**config.mk**
```make
export PLATFORM = sky130hd
export DESIGN_NAME = bcd_adder_serial_flat
export DESIGN_NICKNAME = d
export VERILOG_FILES = /design/src/rtl/bcd_pkg.sv /design/src/rtl/bcd_adder_serial_if.sv /design/src/rtl/bcd_digit_add.sv /design/src/rtl/bcd_adder_serial.sv /design/src/flat_wrapper.sv
export SDC_FILE = /design/constraint.sdc
export NUM_CORES = 1
export LEC_CHECK = 0
export CORE_UTILIZATION = 50
export CTS_BUF_LIST = sky130_fd_sc_hd__clkbuf_16
export CTS_CLUSTER_DIAMETER = 150
export CTS_CLUSTER_SIZE = 25
export DETAILED_ROUTE_END_ITERATION = 16
export PLACE_DENSITY = 0.78
export REMOVE_ABC_BUFFERS = 1
export SLEW_MARGIN = 25
export SYNTH_ARGS = -nofsm -noshare
export SYNTH_HDL_FRONTEND = slang
export SYNTH_SLANG_ARGS = --single-unit
```
**constraint.sdc**
```tcl
create_clock -name clk -period 2.95 [get_ports clk]
set_clock_uncertainty 0.15 [all_clocks]
set_input_delay 0.59 -clock clk [delete_from_list [all_inputs] [get_ports clk]]
set_output_delay 0.59 -clock clk [all_outputs]
set_load 0.02 [all_outputs]
```
**src/rtl/bcd_pkg.sv**
```systemverilog
// Shared types and constants for the digit-serial packed-BCD adder/subtractor.
// Imported by the digit slice and the top level.
package bcd_pkg;

    typedef logic [3:0] bcd_digit_t;

    localparam bcd_digit_t BCD_MAX  = 4'd9;
    localparam bcd_digit_t BCD_CORR = 4'd6;

    typedef enum logic [1:0] {
        IDLE,
        RUN,
        DONE
    } state_t;

    // Subtraction adds the nines complement of each B digit.
    function automatic bcd_digit_t nines_comp(input bcd_digit_t x);
        return BCD_MAX - x;
    endfunction

endpackage

```
**src/rtl/bcd_adder_serial_if.sv**
```systemverilog
// Operand/result handshake bundle for bcd_adder_serial.
// The out_err signal exists only when BCD_INVALID_CHECK_EN is defined.
interface bcd_adder_serial_if #(
    parameter int NUM_DIGITS = 4
);
    localparam int W = 4 * NUM_DIGITS;

    logic         in_valid;
    logic         in_ready;
    logic [W-1:0] a;
    logic [W-1:0] b;
    logic         c_in;
    logic         sub;
    logic         out_valid;
    logic         out_ready;
    logic [W-1:0] s;
    logic         c_out;
`ifdef BCD_INVALID_CHECK_EN
    logic         out_err;

    modport master (
        output in_valid, a, b, c_in, sub, out_ready,
        input  in_ready, out_valid, s, c_out, out_err
    );
    modport slave (
        input  in_valid, a, b, c_in, sub, out_ready,
        output in_ready, out_valid, s, c_out, out_err
    );
`else
    modport master (
        output in_valid, a, b, c_in, sub, out_ready,
        input  in_ready, out_valid, s, c_out
    );
    modport slave (
        input  in_valid, a, b, c_in, sub, out_ready,
        output in_ready, out_valid, s, c_out
    );
`endif

endinterface

```
**src/rtl/bcd_digit_add.sv**
```systemverilog
// Combinational one-digit BCD slice: binary add of two digits and a carry,
// then +6 correction when the raw sum exceeds nine.
module bcd_digit_add
    import bcd_pkg::*;
(
    input  bcd_digit_t x,
    input  bcd_digit_t y,
    input  logic       cin,
    output bcd_digit_t d,
    output logic       cout
);

    logic [4:0] t;
    logic [4:0] t_corr;

    // NOTE: every output is assigned on every path through this block, so no latch is inferred.
    always_comb begin
        t      = {1'b0, x} + {1'b0, y} + {4'b0000, cin};
        t_corr = t + {1'b0, BCD_CORR};
        if (t > {1'b0, BCD_MAX}) begin
            d    = t_corr[3:0];
            cout = 1'b1;
        end else begin
            d    = t[3:0];
            cout = 1'b0;
        end
    end

endmodule

```
**src/rtl/bcd_adder_serial.sv**
```systemverilog
// Digit-serial packed-BCD adder/subtractor, one digit per clock, LSD first.
// Define BCD_INVALID_CHECK_EN to add the out_err invalid-digit flag.
module bcd_adder_serial
    import bcd_pkg::*;
#(
    parameter int NUM_DIGITS = 4
) (
    input  logic                clk,
    input  logic                rst_n,
    bcd_adder_serial_if.slave   bus
);

    localparam int W  = 4 * NUM_DIGITS;
    localparam int CW = (NUM_DIGITS > 1) ? $clog2(NUM_DIGITS) : 1;
    localparam logic [CW-1:0] LAST = CW'(NUM_DIGITS - 1);

    state_t        state;
    logic [W-1:0]  a_sh;
    logic [W-1:0]  b_sh;
    logic          sub_q;
    logic          carry;
    logic [CW-1:0] cnt;
    logic          in_ready_q;
    logic          out_valid_q;
    logic [W-1:0]  s_q;
    logic          c_out_q;

    bcd_digit_t y_dig;
    bcd_digit_t d_dig;
    logic       d_cout;

    assign y_dig = sub_q ? nines_comp(b_sh[3:0]) : b_sh[3:0];

    bcd_digit_add u_slice (
        .x    (a_sh[3:0]),
        .y    (y_dig),
        .cin  (carry),
        .d    (d_dig),
        .cout (d_cout)
    );

    assign bus.in_ready  = in_ready_q;
    assign bus.out_valid = out_valid_q;
    assign bus.s         = s_q;
    assign bus.c_out     = c_out_q;

`ifdef BCD_INVALID_CHECK_EN
    logic err_pend;
    logic out_err_q;

    assign bus.out_err = out_err_q;

    function automatic logic has_invalid(input logic [W-1:0] v);
        logic bad;
        bad = 1'b0;
        for (int i = 0; i < NUM_DIGITS; i++) begin
            if (v[i*4 +: 4] > BCD_MAX) bad = 1'b1;
        end
        return bad;
    endfunction
`endif

    // NOTE: all state here is sequential, so every assignment is non-blocking.
    always_ff @(posedge clk or negedge rst_n) begin
        if (!rst_n) begin
            state       <= IDLE;
            a_sh        <= '0;
            b_sh        <= '0;
            sub_q       <= 1'b0;
            carry       <= 1'b0;
            cnt         <= '0;
            in_ready_q  <= 1'b1;
            out_valid_q <= 1'b0;
            s_q         <= '0;
            c_out_q     <= 1'b0;
`ifdef BCD_INVALID_CHECK_EN
            err_pend    <= 1'b0;
            out_err_q   <= 1'b0;
`endif
        end else begin
            case (state)
                IDLE: begin
                    if (bus.in_valid && in_ready_q) begin
                        a_sh       <= bus.a;
                        b_sh       <= bus.b;
                        sub_q      <= bus.sub;
                        // Subtraction is a + nines(b) + 1 - borrow, so the borrow enters inverted.
                        carry      <= bus.sub ? ~bus.c_in : bus.c_in;
                        cnt        <= '0;
                        in_ready_q <= 1'b0;
                        state      <= RUN;
`ifdef BCD_INVALID_CHECK_EN
                        err_pend   <= has_invalid(bus.a) | has_invalid(bus.b);
`endif
                    end
                end
                RUN: begin
                    a_sh  <= a_sh >> 4;
                    b_sh  <= b_sh >> 4;
                    // Result digits enter at the top; after NUM_DIGITS shifts digit 0 sits in [3:0].
                    s_q   <= (s_q >> 4) | (W'(d_dig) << (W - 4));
                    carry <= d_cout;
                    cnt   <= cnt + 1'b1;
                    if (cnt == LAST) begin
                        c_out_q     <= d_cout;
                        out_valid_q <= 1'b1;
                        state       <= DONE;
`ifdef BCD_INVALID_CHECK_EN
                        out_err_q   <= err_pend;
`endif
                    end
                end
                DONE: begin
                    if (bus.out_ready) begin
                        out_valid_q <= 1'b0;
                        in_ready_q  <= 1'b1;
                        state       <= IDLE;
`ifdef BCD_INVALID_CHECK_EN
                        out_err_q   <= 1'b0;
`endif
                    end
                end
                default: state <= IDLE;
            endcase
        end
    end

endmodule

```
**src/flat_wrapper.sv**
```systemverilog
// flat-port wrapper written by rule: the top's interface ports become plain ports
module bcd_adder_serial_flat import bcd_pkg::*;
#(
    parameter int NUM_DIGITS = 4
)
  (clk, rst_n, bus_in_valid, bus_a, bus_b, bus_c_in, bus_sub, bus_out_ready, bus_in_ready, bus_out_valid, bus_s, bus_c_out);
  bcd_adder_serial_if #(.NUM_DIGITS(NUM_DIGITS)) bus_i ();
  input  logic clk;
  input  logic rst_n;
  input wire logic [$bits(bus_i.in_valid)-1:0] bus_in_valid;
  input wire logic [$bits(bus_i.a)-1:0] bus_a;
  input wire logic [$bits(bus_i.b)-1:0] bus_b;
  input wire logic [$bits(bus_i.c_in)-1:0] bus_c_in;
  input wire logic [$bits(bus_i.sub)-1:0] bus_sub;
  input wire logic [$bits(bus_i.out_ready)-1:0] bus_out_ready;
  output wire logic [$bits(bus_i.in_ready)-1:0] bus_in_ready;
  output wire logic [$bits(bus_i.out_valid)-1:0] bus_out_valid;
  output wire logic [$bits(bus_i.s)-1:0] bus_s;
  output wire logic [$bits(bus_i.c_out)-1:0] bus_c_out;
  assign bus_i.in_valid = bus_in_valid;
  assign bus_i.a = bus_a;
  assign bus_i.b = bus_b;
  assign bus_i.c_in = bus_c_in;
  assign bus_i.sub = bus_sub;
  assign bus_i.out_ready = bus_out_ready;
  assign bus_in_ready = bus_i.in_ready;
  assign bus_out_valid = bus_i.out_valid;
  assign bus_s = bus_i.s;
  assign bus_c_out = bus_i.c_out;
  bcd_adder_serial #(.NUM_DIGITS(NUM_DIGITS)) u_core (.clk(clk), .rst_n(rst_n), .bus(bus_i));
endmodule
```
==> results.cfg, run 1 <==
[status]
status = finished clean

[pwr]
power_leakage_nw = 1.59
ir_worst_vdd_v = 0.000527
total_power_mw = 4.15
power_density_mw_per_mm2 = 1130

[grt]
grt_max_degree = 49
track_usage_pct = 20.8
grt_pass1_wl_um = 9210
grt_pass1_vias = 2042
overflow = 0
antenna_found_initial = 0

[yosys]
netlist_instances = 288
synthTopCellsByArea = dfrtp_1 51%, nand2_1 11%, mux2i_1 8.0%
synth.most_common_cell = nand2_1
ys.warnings.count = 0
netlist_area_sq_mm = 0.00274
yosysTopAreaCellShare_pct = 51.2
synth_common_cells = 83 x nand2_1, 56 x dfrtp_1, 34 x o21ai_0
synth_seq_cells = 57
async_flop_share_pct = 100
avgSynthCellArea_sq_um = 9.51
synth-edff-count = 0
synthFlopType = dfrtp_1
synth_cell_type_count = 40
synth_top_cell_by_area = dfrtp_1
seq_area_frac_synth_pct = 52.1

[cts]
numClockSinks = 57
cts_tree = built
ctsHoldBuffers = 0
cts_buffers = 9
cts_root_buf = clkbuf_16
post_cts.repair.setup_buffers = 0
clkLatencyLatePin_ps = 320
htreeDepth = 3
cts.clk_slew.worst_paths_ps = 50
clk_path_buf_depth = 2

[place]
port_buffers = 56
pre_cts_slack_ps = 124
dp_hpwl_um = 3650
place_congestion = 0.859

[final_layout]
drive_gt1_share_pct = 8.29
area_growth_pct = 34.1
diodes = 0
fin_nets = 392

[setup_path]
crit_path_top_delay_cell = dfrtp_1
worst_ep_arrival_time_ps = 2740
cp_slowest_stage_delay_ps = 400
critPathMaxFanout = 7
crit_path_frequent_cell = ha_1
path_cells = inv_1 -> ha_1 -> nand2_1 -> o21ai_0 -> ha_1 -> and3b_1 -> or3_1 -> a31oi_2 -> or2_1 -> a31oi_1
cp_top_family = simple AND/OR/NAND/NOR gates
start_kind = flop
worstSetupPathType = reg -> reg
end_kind = flop
critPathBufInv = 1
cp.required_ps = 2990

[die]
die-area_sq_mm = 0.00578
initial_utilization_pct = 52.6
core_sq_mm = 0.00520
die_h_um = 76.0
ios = 57
fp-row-count = 26
die_x_um = 76.0

[routing]
routed_via_density = 5.18
final_antenna_net_count = 0
drt_first_iter_violations = 124
vias = 2174
drt-total-wl_um = 5380
drc_errors = 0
wire_per_inst_um = 12.8
firstDrtPassIters = 4

[timing]
hold_viol = 0
tns_ps = 0
fin_crit_ps = 2700
worst_slew_pin_slew_ps = 846
relSlewSlack_pct = 43.6
rsz0062_at_grt = no
period_share_pct = 91.7
fmax_mhz = 370
setup_violations = 0
drv_slew = 0
worst_slack_ps = 246

[job]
drv_cap = 0

[worst_hold_path]
hold_path_class = in -> async
-- per-stage QoR --
| step | hold slack (ps) | instances | util [%] | area (sq um) |
|---|---|---|---|---|
| finish | 221 | 420 | 70.5 | 3670 |
| global route | 297 | 420 | 70.5 | 3670 |
| CTS | 259 | 420 | 70.1 | 3650 |
| detailed placement | 311 | 405 | 64.8 | 3370 |
| global placement | 305 | 405 | 64.8 | 3370 |
| floorplan | 144 | 273 | - | 2660 |
-- layer usage --
metal	up-vias	track usage [%]	part of all wire (%)	routed length, um
met4	0	13.7	3.0	161
met2	61	32.8	49	2630
met3	13	4.91	4.7	253
li1	1083	-	-	-
met5	-	0	0	0
met1	1017	25.8	43	2330
-- power breakdown --
| part | switching, mW | total (mW) | internal (mW) |
|---|---|---|---|
| sequential | 0.208 | 1.31 | 1.10 |
| clock | 0.330 | 0.964 | 0.634 |
| combinational | 1.04 | 1.87 | 0.829 |
-- logic make-up (layout without fill, tap and decap cells) --
logic type	after synthesis	in the layout	synth area share (%)
adder cells (fa/ha/maj)	8	8	4.20
multiplexers	23	23	8.46
XOR/XNOR	4	4	1.28
AND/OR/NAND/NOR	107	107	16.3
buffers and inverters	24	86	4.07
flip-flops	57	57	52.1
AO/OA/AOI/OAI	65	65	13.6
-- cell usage in the layout, fill, tap and decap left out, types with 2 or more instances in the layout --
| master | n |
|---|---|
| nand2_1 | 83 |
| dfrtp_1 | 56 |
| clkdlybuf4s50_1 | 55 |
| o21ai_0 | 34 |
| mux2i_1 | 22 |
| nor2_1 | 11 |
| inv_1 | 10 |
| a21oi_1 | 9 |
| clkbuf_16 | 9 |
| o21ai_1 | 6 |
| ha_1 | 5 |
| buf_4 | 5 |
| nand2b_1 | 3 |
| a31oi_1 | 3 |
| xnor2_1 | 2 |
| a22oi_1 | 2 |
| nor3_1 | 2 |
| fa_1 | 2 |
| clkinv_2 | 2 |
| clkinv_1 | 2 |
-- what timing repair did --
action,4_1_cts,5_1_grt
endpoints found under the hold margin,0,0
endpoints found under the setup margin,0,2
gates resized for setup,0,3
-- state kept, by name, indices dropped and copies added (netlist names) --
name                  flops
u_core.state              2
u_core.bus.c_out          1
u_core.carry              1
u_core.sub_q              1
u_core.bus.s             16
u_core.bus.out_valid      1
u_core.cnt                2
u_core.b_sh              16
u_core.a_sh              16
u_core.bus.in_ready       1
-- final cells by class --
class | count | area (sq um)
multi-input combinational | 207 | 1230
fill | 389 | 1530
inverter | 9 | 33.8
clock buffer | 9 | 225
timing repair buffer | 62 | 613
clock inverter | 6 | 51.3
sequential | 57 | 1430
tap | 70 | 87.6
-- final timing paths --
path	depth (start not counted)	start	slack, ps	endpoint
worst max-delay path	10	u_core.b_sh[1]	250	u_core.bus.s[13]
worst min-delay path	1	rst_n	220	u_core.bus.out_valid
worst max register to register	10	u_core.b_sh[1]	250	u_core.bus.s[13]
worst min register to register	2	u_core.bus.s[3]	320	u_core.bus.s[3]
max in group asynchronous	2	rst_n	1760	u_core.a_sh[15]
min in group clk	2	u_core.bus.s[3]	320	u_core.bus.s[3]
Note: power is estimated with default switching activity, not from simulation.
==> inputs of run 2 (changes only) <==
Settings changed: CORE_UTILIZATION 50 to 40, PLACE_DENSITY 0.78 to default.
==> run 2 against run 1 <==
  * Flip-flop and latch count unchanged
  * Clock power decreased by 9.4%
  * Count of clock-buffer cells in the layout unchanged
  * Wire length decreased by 0.63%
  * Sequential share of layout area increased by 0.33 points
  * The flow now finishes with violations (DRC)
  * Final area decreased by 0.85%
  * Core utilization decreased by 14 points
  * Sequential power about the same
  * Via count decreased by 2.8%
  * Largest cell class unchanged
  * Register-to-register slack about the same
  * Final cell count increased by 1.7%
  * Critical endpoint is now u_core.bus.s[14]
==> results.cfg, run 2 (same netlist as run 1, synthesis figures left out) <==
[timing]
relSlewSlack_pct = 46.4
fmax_mhz = 371
worst_slack_ps = 256
tns_ps = 0
worst_slew_pin_slew_ps = 803
period_share_pct = 91.3
hold_viol = 0
fin_crit_ps = 2690
drv_slew = 0
setup_violations = 0
rsz0062_at_grt = no

[final_layout]
final_common_cell = nand2_1
fillers = 582
fin_area_sq_mm = 0.00364
fin_nets = 391
drive_gt1_share_pct = 7.71
register_area_sq_mm = 0.00143
area_growth_pct = 33.0
diodes = 0
stdcell_count = 427
multi_input_comb_area_sq_mm = 0.00122
layout_common_cells = 83 x nand2_1, 56 x dfrtp_1, 55 x clkdlybuf4s50_1

[routing]
drt_first_iter_violations = 102
wire_per_inst_um = 12.5
firstDrtPassIters = 12
vias = 2113
drt-total-wl_um = 5350
final_antenna_net_count = 0
drc_errors = 1
routed_via_density = 4.95

[grt]
grt_pass1_wl_um = 9100
antenna_found_initial = 0
track_usage_pct = 16.5
grt_pass1_vias = 2023
grt_max_degree = 58
overflow = 0

[job]
drv_cap = 0

[place]
dpl.cell_count = 411
dp_hpwl_um = 3510
port_buffers = 56
place_congestion = 0.906
pre_cts_slack_ps = 122
postPlaceCellArea_sq_mm = 0.00338

[setup_path]
critPathMaxFanout = 7
end_kind = flop
cp_slowest_stage_delay_ps = 450
crit_path_top_delay_cell = fa_1
critPathBufInv = 1
path_cells = xnor2_1 -> fa_1 -> inv_1 -> fa_1 -> xnor2_2 -> ha_2 -> nand2b_1 -> a221oi_1 -> o221ai_1 -> a21oi_1
cp.required_ps = 3050
worst_ep_arrival_time_ps = 2790
start_kind = flop
worstSetupPathType = reg -> reg
cp_top_family = adder cells
crit_path_frequent_cell = fa_1

[pwr]
power_leakage_nw = 1.57
power_density_mw_per_mm2 = 1090
total_power_mw = 3.96
ir_worst_vdd_v = 0.000364

[status]
status = finished, violations left
violations = DRC

[cts]
cts_root_buf = clkbuf_16
cts_buffers = 9
clk_path_buf_depth = 2
cts.clk_slew.worst_paths_ps = 50
cts_tree = built
post_cts.repair.setup_buffers = 0
clkLatencyLatePin_ps = 320
htreeDepth = 3
numClockSinks = 57

[die]
die-area_sq_mm = 0.00718
core_sq_mm = 0.00649
die_x_um = 84.7
fp-row-count = 29
ios = 57
die_h_um = 84.7
initial_utilization_pct = 42.1

[worst_hold_path]
hold_path_class = in -> async
## run 2: stage by stage
stage / utilization (%) / hold slack (ps)
final: 56.0 / 251
after global routing: 56.0 / 330
after CTS: 55.9 / 288
after detailed placement: 52.0 / 312
after global placement: 52.0 / 308
after floorplan: - / 144
## run 2: final cells by class
cell class | instances | share of cell area, %
Sequential cell | 57 | 39.2
Multi-Input combinational cell | 207 | 33.6
Timing Repair Buffer | 61 | 16.6
Clock buffer | 9 | 6.19
Tap cell | 77 | 2.65
Inverter | 9 | 0.928
Clock inverter | 7 | 0.791
## run 2: layer usage
layer / part of all wire (%) / track usage [%]
met5: 0 / 0
met1: 48 / 20.9
met4: 1.5 / 7.40
met3: 4.6 / 5.51
met2: 46 / 25.9
## run 2: what timing repair did
action                                 CTS  global route
resized for setup                        0             2
hold buffers                             0             0
endpoints found under the hold margin    0             0
setup endpoints to repair                0             4
## run 2: worst paths after layout
kind	cells past startpoint	slack, ps	from	to
worst max-delay path	10	260	u_core.sub_q	u_core.bus.s[14]
worst min-delay path	2	250	rst_n	u_core.bus.s[3]
worst max register to register	10	260	u_core.sub_q	u_core.bus.s[14]
worst min register to register	2	320	u_core.bus.s[3]	u_core.bus.s[3]
max in group asynchronous	2	1920	rst_n	u_core.bus.s[9]
min in group clk	2	320	u_core.bus.s[3]	u_core.bus.s[3]
## run 2: report_power, final
| part | internal [mW] | total, mW | switching (mW) | leakage [nW] |
|---|---|---|---|---|
| registers | 1.10 | 1.31 | 0.204 | 0.744 |
| clock network | 0.547 | 0.873 | 0.326 | 0.130 |
| logic | 0.783 | 1.78 | 0.997 | 0.695 |
==> inputs of run 3 (changes only) <==
Settings changed: GPL_TIMING_DRIVEN from default to 0.
==> run 3 against run 2 <==
  * The run now ends clean
  * Largest cell class unchanged
  * Count of clock-buffer cells in the layout did not move
  * Core utilization rose by 0.92 points
  * Highest routed layer unchanged
  * Sequential power barely moved
  * Final area rose by 1.7%
  * Worst setup slack got worse by 5.9 ps
  * Clock power barely moved
  * Worst hold slack got worse by 210 ps
  * Flip-flop and latch count did not move
  * Via count rose by 1.7%
  * Non-clock buffer count did not move
==> results.cfg, run 3 (same netlist as run 1, synthesis figures left out) <==
[cts]
post_cts.repair.setup_buffers = 0
htreeDepth = 3
cts_tree = built
numClockSinks = 57
cts.clk_slew.worst_paths_ps = 50
cts_root_buf = clkbuf_16
cts_buffers = 9
clkLatencyLatePin_ps = 310
ctsHoldBuffers = 0
clk_path_buf_depth = 2

[timing]
fmax_mhz = 370
tns_ps = 0
worst_slack_ps = 250
worst_slew_pin_slew_ps = 717
rsz0062_at_grt = no
fin_crit_ps = 2700
drv_slew = 0
relSlewSlack_pct = 52.1
whs_ps = 43.4
period_share_pct = 91.5
hold_viol = 0
setup_violations = 0

[final_layout]
diodes = 0
area_growth_pct = 35.1
stdcell_count = 427
final_common_cell = nand2_1
fin_nets = 391
fin_area_sq_mm = 0.00370
fin_util_pct = 57.0
fillers = 575
multi_input_comb_area_sq_mm = 0.00124
register_area_sq_mm = 0.00143
layout_common_cells = 83 x nand2_1, 56 x dfrtp_1, 55 x clkdlybuf4s50_1
drive_gt1_share_pct = 8.29

[setup_path]
worstSetupPathType = reg -> reg
cp.required_ps = 3040
end_kind = flop
worst_ep_arrival_time_ps = 2790
start_kind = flop
critPathMaxFanout = 7

[routing]
drt-total-wl_um = 5330
firstDrtPassIters = 12
drt_first_iter_violations = 84
final_antenna_net_count = 0
drc_errors = 0
vias = 2148
routed_via_density = 5.03
wire_per_inst_um = 12.5

[die]
die_x_um = 84.7
die-area_sq_mm = 0.00718
fp-row-count = 29
core_sq_mm = 0.00649
ios = 57
die_h_um = 84.7
initial_utilization_pct = 42.1

[pwr]
power_leakage_nw = 1.59
total_power_mw = 4.08
power_density_mw_per_mm2 = 1100
ir_worst_vdd_v = 0.000424

[place]
port_buffers = 56
dpl.cell_count = 411
postPlaceCellArea_sq_mm = 0.00342
place_congestion = 0.733
pre_cts_slack_ps = -25.7
dp_hpwl_um = 3720

[grt]
track_usage_pct = 16.6
grt_max_degree = 40
overflow = 0
grt_pass1_wl_um = 9430
antenna_found_initial = 0
grt_pass1_vias = 2080

[status]
status = finished clean

[worst_hold_path]
hold_path_class = in -> async

[job]
drv_cap = 0
## run 3: changes by cell type in the layout (fill, tap and decap cells not counted), sizes merged
cell	previous run	this run
inv	10	11
clkinv	6	5
## run 3: repair_timing
action / in CTS / in global routing
resized for setup: 0 / 4
endpoints found under the setup margin: 0 / 4
endpoints found under the hold margin: 0 / 0
## run 3: area by class of cell
| type | instances | area share (%) |
|---|---|---|
| clock buffer | 9 | 6.09 |
| clock inverter | 7 | 0.812 |
| inverter | 9 | 0.913 |
| multi-input combinational | 207 | 33.6 |
| sequential | 57 | 38.6 |
| tap | 77 | 2.60 |
| timing repair buffer | 61 | 17.4 |
## run 3: final timing paths
kind / from / end / slack, ps / cells after the start
max: u_core.sub_q / u_core.bus.s[14] / 250 / 10
min: rst_n / u_core.bus.s[3] / 40 / 1
max reg2reg: u_core.sub_q / u_core.bus.s[14] / 250 / 10
min reg2reg: u_core.bus.s[1] / u_core.bus.s[1] / 320 / 2
max in group asynchronous: rst_n / u_core.bus.in_ready / 2060 / 2
min in group clk: u_core.bus.s[1] / u_core.bus.s[1] / 320 / 2
## run 3: report_power, final
part / total, mW / internal (mW) / switching (mW)
registers: 1.31 / 1.10 / 0.204
clock network: 0.871 / 0.549 / 0.322
logic: 1.90 / 0.860 / 1.04
total: 4.08 / 2.51 / 1.57
## run 3: critical path, stage by stage, from the launching register on
cell      delay [ps]
dfrtp_1          420
xnor2_1          210
fa_1             210
inv_1             60
fa_1             450
xnor2_2          270
ha_4             220
nand2b_1          60
a221oi_1         250
o221ai_1         170
a21oi_1          140
## run 3: per-layer routing
metal | track usage, % | share of wire (%) | vias up
li1 | - | - | 1082
met1 | 21.3 | 47 | 1008
met2 | 27.6 | 48 | 50
met3 | 4.03 | 4.3 | 8
met4 | 5.55 | 1.1 | 0
met5 | 0 | 0 | -
